[config.mk]
export PLATFORM = sky130hd
export DESIGN_NAME = adt7420_poller
export DESIGN_NICKNAME = d
export VERILOG_FILES = /design/src/rtl/adt7420_poller.sv
export SDC_FILE = /design/constraint.sdc
export NUM_CORES = 1
export LEC_CHECK = 0
export BUFFER_PORTS_ARGS = -buffer_cell sky130_fd_sc_hd__buf_4
export CAP_MARGIN = 20
export CORE_MARGIN = 8
export CORE_UTILIZATION = 30
export CTS_CLUSTER_SIZE = 8
export DETAILED_ROUTE_END_ITERATION = 6
export PLACE_DENSITY = 0.56
export RECOVER_POWER = 50
export SLEW_MARGIN = 10
export SYNTH_ARGS = -nofsm -noshare
export SYNTH_HDL_FRONTEND = slang
export SYNTH_SLANG_ARGS = --single-unit
[constraint.sdc]
create_clock -name clk -period 3.3 [get_ports clk]
set_input_delay 0.495 -clock clk [delete_from_list [all_inputs] [get_ports clk]]
set_output_delay 0.495 -clock clk [all_outputs]
set_load 0.02 [all_outputs]
[src/rtl/adt7420_poller.sv]
`default_nettype none
// +--------------------------------------------------------------------------+
// | Module      : adt7420_poller                                             |
// | Description : Configures an ADT7420 once after reset, then periodically  |
// |               reads the temperature MSB/LSB through the i2c_wrapper and  |
// |               publishes validated samples with error/timeout accounting. |
// | Revision    : 1.0 - initial release                                      |
// +--------------------------------------------------------------------------+
module adt7420_poller #(
  parameter logic [6:0] SENSOR_ADDR    = 7'h4B,
  parameter logic [7:0] CONFIG_VAL     = 8'h00,
  parameter int         POLL_CYCLES    = 25_000_000,
  parameter int         TIMEOUT_CYCLES = 200_000
) (
  input  logic        clk,
  input  logic        rst,
  input  logic        i_enable,
  output logic        o_i2c_start,
  output logic        o_i2c_rd_wr,
  output logic [7:0]  o_i2c_reg_addr,
  output logic [6:0]  o_i2c_bus_addr,
  output logic [7:0]  o_i2c_wdata,
  input  logic [7:0]  i_i2c_rdata,
  input  logic        i_i2c_busy,
  input  logic        i_i2c_done,
  input  logic        i_i2c_error,
  output logic [15:0] o_temp_raw,
  output logic [8:0]  o_temp_degc,
  output logic        o_temp_valid,
  output logic        o_cfg_done,
  output logic        o_err_flag,
  output logic [7:0]  o_err_count
);

  localparam int POLL_W = (POLL_CYCLES > 1) ? $clog2(POLL_CYCLES) : 1;
  localparam int TMO_W  = $clog2(TIMEOUT_CYCLES + 1);

  localparam logic [POLL_W-1:0] c_poll_last = POLL_W'(POLL_CYCLES - 1);
  localparam logic [TMO_W-1:0]  c_tmo_last  = TMO_W'(TIMEOUT_CYCLES - 1);
  localparam logic [7:0]        c_reg_msb   = 8'h00;
  localparam logic [7:0]        c_reg_lsb   = 8'h01;
  localparam logic [7:0]        c_reg_cfg   = 8'h03;

  typedef enum logic [2:0] {
    CFG_START = 3'd0,
    CFG_WAIT  = 3'd1,
    POLL_WAIT = 3'd2,
    MSB_START = 3'd3,
    MSB_WAIT  = 3'd4,
    LSB_START = 3'd5,
    LSB_WAIT  = 3'd6,
    PUBLISH   = 3'd7
  } state_t;

  state_t              r_state;
  state_t              w_next;
  logic [POLL_W-1:0]   r_poll_cnt;
  logic [TMO_W-1:0]    r_wait_cnt;
  logic [1:0]          r_done_cnt;
  logic                r_done_q;
  logic [7:0]          r_msb_hold;
  logic                r_start;
  logic                r_rd_wr;
  logic [7:0]          r_reg_addr;
  logic [7:0]          r_wdata;
  logic [15:0]         r_temp_raw;
  logic                r_temp_valid;
  logic                r_cfg_done;
  logic                r_err_flag;
  logic [7:0]          r_err_count;

  logic w_done_rise;
  logic w_in_wait;
  logic w_timeout;
  logic w_fire;
  logic w_fail;
  logic w_cfg_ok;
  logic w_cap_msb;
  logic w_cap_lsb;
  logic w_poll_expire;

  // Only a fresh done pulse counts, so a stretched done is never seen twice.
  assign w_done_rise = i_i2c_done & ~r_done_q;
  assign w_in_wait   = (r_state == CFG_WAIT) || (r_state == MSB_WAIT) || (r_state == LSB_WAIT);
  assign w_timeout   = w_in_wait && (r_wait_cnt == c_tmo_last);

  // State register.
  always_ff @(posedge clk or posedge rst) begin
    if (rst) r_state <= CFG_START;
    else     r_state <= w_next;
  end

  // Next-state decode and single-cycle control strobes; error beats done.
  always_comb begin
    w_next        = r_state;
    w_fire        = 1'b0;
    w_fail        = 1'b0;
    w_cfg_ok      = 1'b0;
    w_cap_msb     = 1'b0;
    w_cap_lsb     = 1'b0;
    w_poll_expire = 1'b0;
    case (r_state)
      CFG_START: begin
        if (!i_i2c_busy) begin
          w_fire = 1'b1;
          w_next = CFG_WAIT;
        end
      end
      CFG_WAIT: begin
        if (i_i2c_error || w_timeout) begin
          w_fail = 1'b1;
          w_next = POLL_WAIT;
        end else if (w_done_rise) begin
          w_cfg_ok = 1'b1;
          w_next   = POLL_WAIT;
        end
      end
      POLL_WAIT: begin
        if (i_enable && (r_poll_cnt == c_poll_last)) begin
          w_poll_expire = 1'b1;
          w_next        = r_cfg_done ? MSB_START : CFG_START;
        end
      end
      MSB_START: begin
        if (!i_i2c_busy) begin
          w_fire = 1'b1;
          w_next = MSB_WAIT;
        end
      end
      MSB_WAIT: begin
        if (i_i2c_error || w_timeout) begin
          w_fail = 1'b1;
          w_next = POLL_WAIT;
        end else if (w_done_rise && (r_done_cnt == 2'd1)) begin
          w_cap_msb = 1'b1;
          w_next    = LSB_START;
        end
      end
      LSB_START: begin
        if (!i_i2c_busy) begin
          w_fire = 1'b1;
          w_next = LSB_WAIT;
        end
      end
      LSB_WAIT: begin
        if (i_i2c_error || w_timeout) begin
          w_fail = 1'b1;
          w_next = POLL_WAIT;
        end else if (w_done_rise && (r_done_cnt == 2'd1)) begin
          w_cap_lsb = 1'b1;
          w_next    = PUBLISH;
        end
      end
      PUBLISH: begin
        w_next = POLL_WAIT;
      end
      default: begin
        w_next = CFG_START;
      end
    endcase
  end

  // Poll, wait and done counters; the wait-side counters restart whenever a transaction is launched.
  always_ff @(posedge clk or posedge rst) begin
    if (rst) begin
      r_poll_cnt <= '0;
      r_wait_cnt <= '0;
      r_done_cnt <= 2'd0;
      r_done_q   <= 1'b0;
    end else begin
      r_done_q <= i_i2c_done;
      if ((r_state == POLL_WAIT) && i_enable && !w_poll_expire)
        r_poll_cnt <= r_poll_cnt + POLL_W'(1);
      else
        r_poll_cnt <= '0;
      if (w_fire) begin
        r_wait_cnt <= '0;
        r_done_cnt <= 2'd0;
      end else if (w_in_wait) begin
        r_wait_cnt <= r_wait_cnt + TMO_W'(1);
        if (w_done_rise && (r_done_cnt != 2'd3))
          r_done_cnt <= r_done_cnt + 2'd1;
      end
    end
  end

  // Wrapper request: start is a one-cycle pulse, the rest is held until the next launch.
  always_ff @(posedge clk or posedge rst) begin
    if (rst) begin
      r_start    <= 1'b0;
      r_rd_wr    <= 1'b0;
      r_reg_addr <= 8'h00;
      r_wdata    <= 8'h00;
    end else begin
      r_start <= w_fire;
      if (w_fire) begin
        case (r_state)
          CFG_START: begin
            r_rd_wr    <= 1'b0;
            r_reg_addr <= c_reg_cfg;
            r_wdata    <= CONFIG_VAL;
          end
          MSB_START: begin
            r_rd_wr    <= 1'b1;
            r_reg_addr <= c_reg_msb;
            r_wdata    <= 8'h00;
          end
          default: begin
            r_rd_wr    <= 1'b1;
            r_reg_addr <= c_reg_lsb;
            r_wdata    <= 8'h00;
          end
        endcase
      end
    end
  end

  // Sample capture, publish pulse and error bookkeeping.
  always_ff @(posedge clk or posedge rst) begin
    if (rst) begin
      r_msb_hold   <= 8'h00;
      r_temp_raw   <= 16'h0000;
      r_temp_valid <= 1'b0;
      r_cfg_done   <= 1'b0;
      r_err_flag   <= 1'b0;
      r_err_count  <= 8'h00;
    end else begin
      r_temp_valid <= w_cap_lsb;
      if (w_cfg_ok)
        r_cfg_done <= 1'b1;
      if (w_cap_msb)
        r_msb_hold <= i_i2c_rdata;
      if (w_cap_lsb) begin
        r_temp_raw <= {r_msb_hold, i_i2c_rdata};
        r_err_flag <= 1'b0;
      end
      if (w_fail) begin
        r_err_flag <= 1'b1;
        if (r_err_count != 8'hFF)
          r_err_count <= r_err_count + 8'h01;
      end
    end
  end

  assign o_i2c_start    = r_start;
  assign o_i2c_rd_wr    = r_rd_wr;
  assign o_i2c_reg_addr = r_reg_addr;
  assign o_i2c_bus_addr = SENSOR_ADDR;
  assign o_i2c_wdata    = r_wdata;
  assign o_temp_raw     = r_temp_raw;
  assign o_temp_degc    = r_temp_raw[15:7];
  assign o_temp_valid   = r_temp_valid;
  assign o_cfg_done     = r_cfg_done;
  assign o_err_flag     = r_err_flag;
  assign o_err_count    = r_err_count;

endmodule
`default_nettype wire
Word-level counts from Yosys, hierarchy flattened

Index checks and enable logic that the tools add are counted.
Widths: inputs -> output; s select.

Multiplexer cells: 35
Reductions and logical operators: 19
Equal/unequal tests: 19
Add/subtract/negate cells: 4
Bitwise logic cells: 2

Operators by type and width:

| cell                  | count |
|---|---|
| $mux 18               | 2 |
| $mux 3                | 10 |
| $add 25x1->25 const B | 1 |
| $eq 25x25->1 const B  | 1 |
| $mux 25               | 1 |
| $pmux 3 s8            | 1 |
| $add 18x1->18 const B | 1 |
| $eq 18x18->1 const B  | 1 |
| $mux 1                | 16 |
| $eq 3x3->1 const B    | 4 |
| $ne 2x2->1 const B    | 5 |
| $add 8x1->8 const B   | 1 |
| $mux 2                | 4 |
| $ne 8x8->1 const B    | 1 |
| $reduce_and 7->1      | 1 |
| $eq 3x2->1 const B    | 2 |
| $logic_and 1x1->1     | 6 |
| $ne 3x1->1 const B    | 2 |
| $reduce_bool 2->1     | 3 |
| $reduce_or 3->1       | 2 |
| $pmux 2 s2            | 1 |
| $reduce_and 2->1      | 2 |
| $eq 3x1->1 const B    | 1 |
| $logic_not 3->1       | 1 |
| 7 further kinds       | 9 |

Register bits after elaboration: 94
Logic and storage cells: 93
Input port bits: 14
Output and inout bits: 61

Depth between registers and ports, before layout

Gate-level depths: netlist of the first run.

Word-level depth: 9
Gate-level depth with buffers: 9
Mapped depth without buffers: 7

Worst setup path before layout of the first run

Ideal clock, no wire load.

Path type: reg-to-reg
Start point: register r_state[0]
End point: register r_temp_raw[0], in the netlist o_temp_raw[0]
Stages on the path, launching flop included: 9
Arrival: 2.149 ns
Required time: 3.175 ns
Clock period less this slack: 2.274 ns
Path buffers: 2
Path slack: 1.026 ns
Cells stage by stage: dfrtp_1 > or3b_4 > a211oi_4 > a41oi_2 > nand2_1 > or3_1 > buf_4 > buf_6 > mux2_2

Word-level cells in the longest chain between the ends: 7

RTL lines:

| element                                         | line | text |
|---|---|---|
| start: declaration                              | 55   | `state_t r_state;` |
| start signal: assignment                        | 90   | `else r_state <= w_next;` |
| $eq 3x1->1 / $eq 3x3->1 (equally long branches) | 84   | `assign w_in_wait = (r_state == CFG_WAIT) \|\| (r_state == MSB_WAIT) \|\| (r_state == LSB_WAIT);` |
| $logic_or 1x1->1 (2 in series)                  | 84   |  |
| $logic_and 1x1->1                               | 85   | `assign w_timeout = w_in_wait && (r_wait_cnt == c_tmo_last);` |
| $logic_or 1x1->1                                | 146  | `if (i_i2c_error \|\| w_timeout) begin` |
| $mux 1                                          | 146  |  |
| $mux 1 (*)                                      | 102  | `case (r_state)` |
| end signal: assignment                          | 234  | `r_temp_raw <= {r_msb_hold, i_i2c_rdata};` |
| end: declaration                                | 66   | `logic [15:0] r_temp_raw;` |

Mark *: on every way between the ends. The rest lies on a longest branch, timed or not.
A chain may end at the register's enable or synchronous reset.

Worst setup path in the final report of the first run

Start point: register r_state[0]
End point: register r_err_count[1], in the netlist o_err_count[1]

Word-level cells in the longest chain between the ends: 8

RTL lines:

| element                                         | line          | text |
|---|---|---|
| $eq 3x1->1 / $eq 3x3->1 (equally long branches) | 84, 102       |  |
| $logic_or 1x1->1 (2 in series)                  | 84            |  |
| $logic_and 1x1->1                               | 85            |  |
| $logic_or 1x1->1                                | 110, 131, 146 |  |
| $mux 1                                          | 110, 131, 146 |  |
| $mux 1 (*)                                      | --            |  |
| $reduce_and 2->1 (no source line) (*)           | --            |  |
| end signal: assignment                          | 240           | `r_err_count <= r_err_count + 8'h01;` |
| end: declaration                                | 70            | `logic [7:0] r_err_count;` |

Marks and branches as above.

==> results of run 1 <==
-- per-layer routing --
metal	vias to the layer above	global-route usage	wire, µm
met3	10	0.0345	620
met1	1406	0.112	3640
li1	1402	-	-
met5	-	0	0
met2	60	0.165	4160
met4	0	0.0358	126
-- worst reg2reg max path, cell delays in order, from the launching register on --
cell      delay (ns)
dfrtp_1         0.63
or3b_4          0.48
a211oi_4        0.29
a41oi_2         0.24
nor3_2          0.54
mux2_2          0.40
-- power breakdown --
group	leakage, µW	internal, µW	switching (µW)
Combinational	0.000900	361	549
Clock	0.000146	599	448
Sequential	0.00118	1260	193
-- flip-flops by register name, summed over array words and instances, names as in the netlist, 2 cells and up --
name and count:
r_state 3, r_wait_cnt 18, r_done_cnt 2, o_err_count 8, r_msb_hold 8, o_i2c_reg_addr 2
r_poll_cnt 25, o_temp_raw 16
-- synthesized netlist by cell type (all sizes together) --
library cell / instances
dfrtp: 88
nor2: 58
buf: 32
nand2: 31
mux2: 25
xnor2: 25
xor2: 24
nand3: 15
nand4: 12
inv: 9
and3: 8
nor3: 8
clkbuf: 7
o21ai: 7
and4: 5
ha: 5
nor2b: 5
a21oi: 3
a31oi: 3
and2: 3
nor4: 3
a211oi: 2
a21o: 2
conb: 2
nand2b: 2
nor3b: 2
or2: 2
or3: 2
or4: 2
a2111oi: 1
a221o: 1
a41oi: 1
mux2i: 1
nor4b: 1
nor4bb: 1
o2111ai: 1
o21bai: 1
o2bb2ai: 1
o311ai: 1
or3b: 1
-- stage by stage --
| step | cells | utilization |
|---|---|---|
| final | 635 | 0.358 |
| after global routing | 635 | 0.358 |
| after CTS | 635 | 0.363 |
| after detailed placement | 619 | 0.341 |
| after global placement | 619 | 0.341 |
| after floorplan | 422 | - |
-- layout make-up --
class / count / area (µm²) / share of cell area
clock buffers: 10 / 229 / 0.0461
clock inverters: 6 / 75.1 / 0.0151
inverters: 9 / 35.0 / 0.00705
multi-input cells: 286 / 1840 / 0.371
flip-flops and latches: 88 / 2200 / 0.443
well taps: 180 / 225 / 0.0453
repair buffers: 56 / 358 / 0.0720
-- worst max-delay path by stage --
stage                           start                    endpoint  slack, ns
6_report       r_state[0]$_DFFE_PP0P_  o_err_count[1]$_DFFE_PP0P_       0.60
5_1_grt                           rst  r_wait_cnt[10]$_DFFE_PP0P_       0.29
4_1_cts        r_state[0]$_DFFE_PP0P_   o_temp_raw[1]$_DFFE_PP0P_       0.59
3_5_place_dp   r_state[0]$_DFFE_PP0P_   o_temp_raw[1]$_DFFE_PP0P_       0.60
3_3_place_gp   r_state[0]$_DFFE_PP0P_  o_temp_raw[12]$_DFFE_PP0P_       0.64
2_1_floorplan                     rst      o_cfg_done$_DFFE_PP0P_       0.53
-- logic make-up after synthesis --
kind of cell / count (synthesis)
adders and majority gates: 5
xor gates and xnor gates: 49
buffers and inverters: 48
other: 2
muxes: 26
AOI/OAI and AO/OA: 24
and+or+nand+nor: 161
DFF: 88
==> metrics, run 1 <==
status finished with violations; failing checks capacitance limit, slew limit; placement-stage cell area 0.00474 mm²; WP data arrival 2.92 ns; Clk Latency, worst-skew pair 0.34 ns; final-report max-slew violation count 39; Clock Skews 0.00797 ns; I/O pin total 75; Root Buffer Master clkbuf_16; slew margin rel. -0.111; final WL between 8000 and 9000 µm; Top delay family on crit path simple AND/OR/NAND/NOR gates; Post-CTS Setup Bufs 0; Final Setup Violations 0; Max VDD drop roughly 0.29 mV; clk slew on worst S/H paths roughly 0.06 ns; cells along the critical path or3b_4 > a211oi_4 > a41oi_2 > nor3_2 > mux2_2; GP Congestion 0.796; Worst Reg2Reg Path Length in Cells 5; share of cells above drive strength 1 0.193; hold path endpoint r_done_q$_DFF_PP0_; pwr/cell area 686 mW/mm²; post_cts resized 0; Slew @ Worst Pin roughly 1.7 ns; vias in the first global route 2949; Min Hold Slack 0.289 ns; Tmin final 2.70 ns; Clock Path Buffers 2; simple-gate share of the synthesized area 0.186; most common cell after layout, fill and taps aside dfrtp_1; Final HPWL DP 6100 µm; startpoint type of the worst setup path flop; die width 135 µm; XOR/XNOR Fraction of Synth Area 0.100; adder-cell share of the synthesized area 0.0146; GRT Overall Usage 0.0977; final net count 469; pin count of the biggest net entering global routing 52; syn_area_per_cell 10.6 µm²; top-area cell type share of the netlist area 0.515; total gr overflow 0; Hold Buf Count CTS 0; endpoints failing hold 0; Distinct cells, synth 44; flop-to-flop setup slack 0.60 ns; critical path depth 5; initial antenna violation count 0; diode count 0; final instance area 0.00497 mm²; CTS tree yes; max_cap viols 1; initial DRC count 186; Die Span Y 135 µm; Placement Rows 43; largest family of logic cells by synthesized area simple AND/OR/NAND/NOR gates; Vias 2878; cell taking the most area after synthesis dfrtp_1; critical-path cell with the highest stage delay dfrtp_1; Final Cycle Share 0.817; Cell Area, Synth roughly 0.0043 mm²; FF-to-FF Start r_state[0]$_DFFE_PP0P_; clk sinks 88; Worst R2R End o_err_count[1]$_DFFE_PP0P_; Worst Path Max Fanout 17; critical path class flop to flop; ANT nets after route 0; mux contribution to synthesized area 0.0681; Core Box Area 0.0139 mm²; Yosys warning total 0; fillers 1403; WP data required 3.53 ns; Area growth syn-to-layout 16.1%; starting density of the core 0.308; Avg WL per Cell 13.5 µm; Num CTS Buffers 9; top area cells in the synthesized netlist dfrtp_1 (51%), mux2_2 (6.3%), buf_4 (5.4%); Worst Hold Class input pin to flop; first-pass GRT wire length around 15000 µm; RSZ-0062 raised after global routing false; worst hold start i_i2c_done; Worst Slack Setup Final approximately 0.60 ns; First-pass DRT Iterations 4; compound-gate portion of the synthesized area 0.0436; Setup TNS 0 ns; fmax 371 MHz; Power, Total 3410 µW; cells after synthesis 403; Seq/Total Area, Yosys 0.515; full die area 0.0183 mm²; CP Buf/Inv Count 0; most frequent cells in the layout dfrtp_1 (88), nor2_1 (58), buf_4 (37); slowest stage delay, CP 0.63 ns; Synth Register Bits 88; hold path depth 1; Leakage Power 0.00223 µW; drt drc 0; vias per cell about 4.5; number of port buffers 53; Worst setup EP type flop; htree depth 3; post-place setup slack 0.601 ns
(Power assumes the default switching activity.)
==> inputs of run 2 (changes only) <==
Settings changed: ABC_AREA set to 1.
Clock period 3.3 ns to 2.78 ns, I/O delays scaled along.
==> run 2 against run 1 <==
Against the previous run: the run still ends with capacitance limit, slew limit left; hold slack worse by 0.070 ns; via count increased by 28%; flip-flop and latch count is the same; critical path type unchanged; critical endpoint is now o_temp_raw[10]$_DFFE_PP0P_; largest cell class unchanged.
==> metrics, run 2 <==
status finished with violations; Die Span Y 141 µm; die width approximately 140 µm; critical path class flop to flop; final net count roughly 660; Worst Hold Class input pin to flop; ANT nets after route 0; Root Buffer Master clkbuf_16; vias per cell 4.28; Yosys warning total 0; Core Box Area 0.0156 mm²; slowest stage delay, CP about 0.52 ns; critical-path cell with the highest stage delay dfrtp_1; htree depth 3; First-pass DRT Iterations 4; share of cells above drive strength 1 0.116; pin count of the biggest net entering global routing between 50 and 60; I/O pin total 75; post_cts resized 0; drt drc 0; Seq/Total Area, Yosys 0.467; max FFs per register 25; Leakage Power 0.00270 µW; full die area between 0.015 and 0.02 mm²; Vias 3698; diode count 0; WP data arrival 2.41 ns; Cell Area, Synth 0.00471 mm²; Final Setup Violations 0; initial DRC count 194; vias in the first global route 3656; FFs w/ async S/R, synth 1.00; GRT Overall Usage 0.109; startpoint type of the worst setup path flop; initial antenna violation count 0; number of port buffers 53; worst setup path end o_temp_raw[10]$_DFFE_PP0P_; Num CTS Buffers 9; Max VDD drop 0.281 mV; cells after synthesis 596; CTS tree yes; clk slew on worst S/H paths approximately 0.06 ns; GP Congestion a little over 0.8; Worst setup EP type flop; slew margin rel. -0.181; RSZ-0062 raised after global routing false; WP data required 3.06 ns; first-pass GRT wire length between 15000 and 20000 µm; Avg WL per Cell 11.9 µm; EDFF count, synth 0; Clk Latency, worst-skew pair 0.34 ns; Final Cycle Share 0.769; Clock Skews 0.00888 ns; final-report max-slew violation count 39; top-area cell type share of the netlist area 0.467; Min Hold Slack 0.220 ns; hold path depth 1; max_cap viols 1; Top reg by flops r_poll_cnt; Synth Register Bits between 80 and 90; Post-CTS Setup Bufs 0; final WL roughly 10000 µm; endpoints failing hold 0; fillers 1672; Area growth syn-to-layout 15.7%; Worst Reg2Reg Path Length in Cells 10; Placement Rows 46; Worst Setup SP r_state[2]$_DFFE_PP0P_; Commonest cells post-synth nand2_1 (161), dfrtp_1 (88), inv_1 (69); post-place setup slack between 0.6 and 0.7 ns; Clock Path Buffers 2; FF-to-FF Start r_state[2]$_DFFE_PP0P_; clk sinks between 80 and 90; Setup TNS 0 ns; top area cells in the synthesized netlist dfrtp_1 (47%), nand2_1 (13%), inv_1 (5.5%); Slew @ Worst Pin roughly 1.8 ns; cell taking the most area after synthesis dfrtp_1; flop-to-flop setup slack 0.64 ns; Tmin final 2.14 ns; count leader, synth nand2_1; Most common cell on crit path nand2_1; cells along the critical path inv_1 > nand3_1 > nand3_2 > nand2_2 > nor2_4 > nor2_8 > nand3b_4 > inv_2 > nand2_1 > nand2_1; failing checks capacitance limit, slew limit; fmax approximately 470 MHz; syn_area_per_cell 7.91 µm²; Top delay family on crit path simple AND/OR/NAND/NOR gates; Hold Buf Count CTS 0; starting density of the core 0.302; Worst R2R End o_temp_raw[10]$_DFFE_PP0P_; Worst Slack Setup Final 0.643 ns; CP Buf/Inv Count 2; Worst Path Max Fanout 26; most frequent cells in the layout nand2_1 (161), dfrtp_1 (88), inv_1 (68); critical path depth 10; Synth Flop Type dfrtp_1; most common cell after layout, fill and taps aside nand2_1; pwr/cell area slightly below 500 mW/mm²; total gr overflow 0; Final HPWL DP ~7600 µm; Distinct cells, synth 37
run 2: cell count changes after synthesis, sizes merged, moves of 7 or more:
| cell | before | now |
|---|---|---|
| nor3 | 8 | 18 |
| mux2 | 25 | 0 |
| xnor2 | 25 | 7 |
| o21ai | 7 | 34 |
| nand2 | 31 | 167 |
| xor2 | 24 | 12 |
| nand3 | 15 | 40 |
| inv | 9 | 70 |
| nor2 | 58 | 69 |
| buf | 32 | 39 |
| a21oi | 3 | 18 |
run 2: layout make-up:
cell class                 instances  area, µm²  share of cell area
inverter                          71        268              0.0491
multi-input combinational        416       2020               0.370
clock inverter                     4       77.6              0.0142
timing repair buffer              57        369              0.0677
clock buffer                      12        246              0.0452
sequential                        88       2200               0.404
tap                              216        270              0.0496
run 2: power breakdown:
| group | internal, µW | total, µW | leakage, µW | switching, µW |
|---|---|---|---|---|
| combinational | 24.3 | 99.6 | 0.00135 | 75.3 |
| sequential | 1290 | 1290 | 0.00119 | 4.77 |
| clock | 816 | 1310 | 0.000157 | 497 |
run 2: per-stage QoR:
stage | cells | instance area (µm²) | total power [µW] | utilization
global placement | 848 | 5200 | 1420 | 0.334
CTS | 864 | 5530 | 2760 | 0.354
detailed placement | 848 | 5200 | 1420 | 0.334
global route | 864 | 5450 | 2830 | 0.350
finish | 864 | 5450 | 2700 | 0.350
floorplan | 615 | 4780 | 1400 | -
run 2: how the worst min path moves through the flow:
| stage | start | to | slack (ns) |
|---|---|---|---|
| CTS | rst | o_temp_raw[3]$_DFFE_PP0P_ | 0.13 |
| global placement | r_msb_hold[5]$_DFFE_PP0P_ | o_temp_raw[13]$_DFFE_PP0P_ | 0.46 |
| finish | i_i2c_done | r_done_q$_DFF_PP0_ | 0.22 |
| global route | i_i2c_done | r_done_q$_DFF_PP0_ | 0.21 |
| detailed placement | r_msb_hold[1]$_DFFE_PP0P_ | o_temp_raw[9]$_DFFE_PP0P_ | 0.46 |
| floorplan | r_msb_hold[2]$_DFFE_PP0P_ | o_temp_raw[10]$_DFFE_PP0P_ | 0.44 |
run 2: per-layer routing:
layer  part of all wire  vias to the layer above  track usage
met1               0.47                     1699        0.133
met2               0.47                       53        0.175
met4              0.020                        0       0.0543
met3              0.046                       12       0.0276
met5                  0                        -            0
li1                   -                     1934            -
run 2: kinds of logic after synthesis:
group	Yosys count	share of synthesized area
other cells	2	0.00159
xor+xnor	19	0.0353
fa+ha+maj	5	0.0133
buf+inv	111	0.119
flops	88	0.467
simple gates	311	0.292
compound gates	60	0.0711
run 2: worst reg2reg max path: cells and delay by family, from the launching register on:
family,cells,cell delay [ns]
flops,1,0.52
simple gates,8,1.19
buf+inv,2,0.36
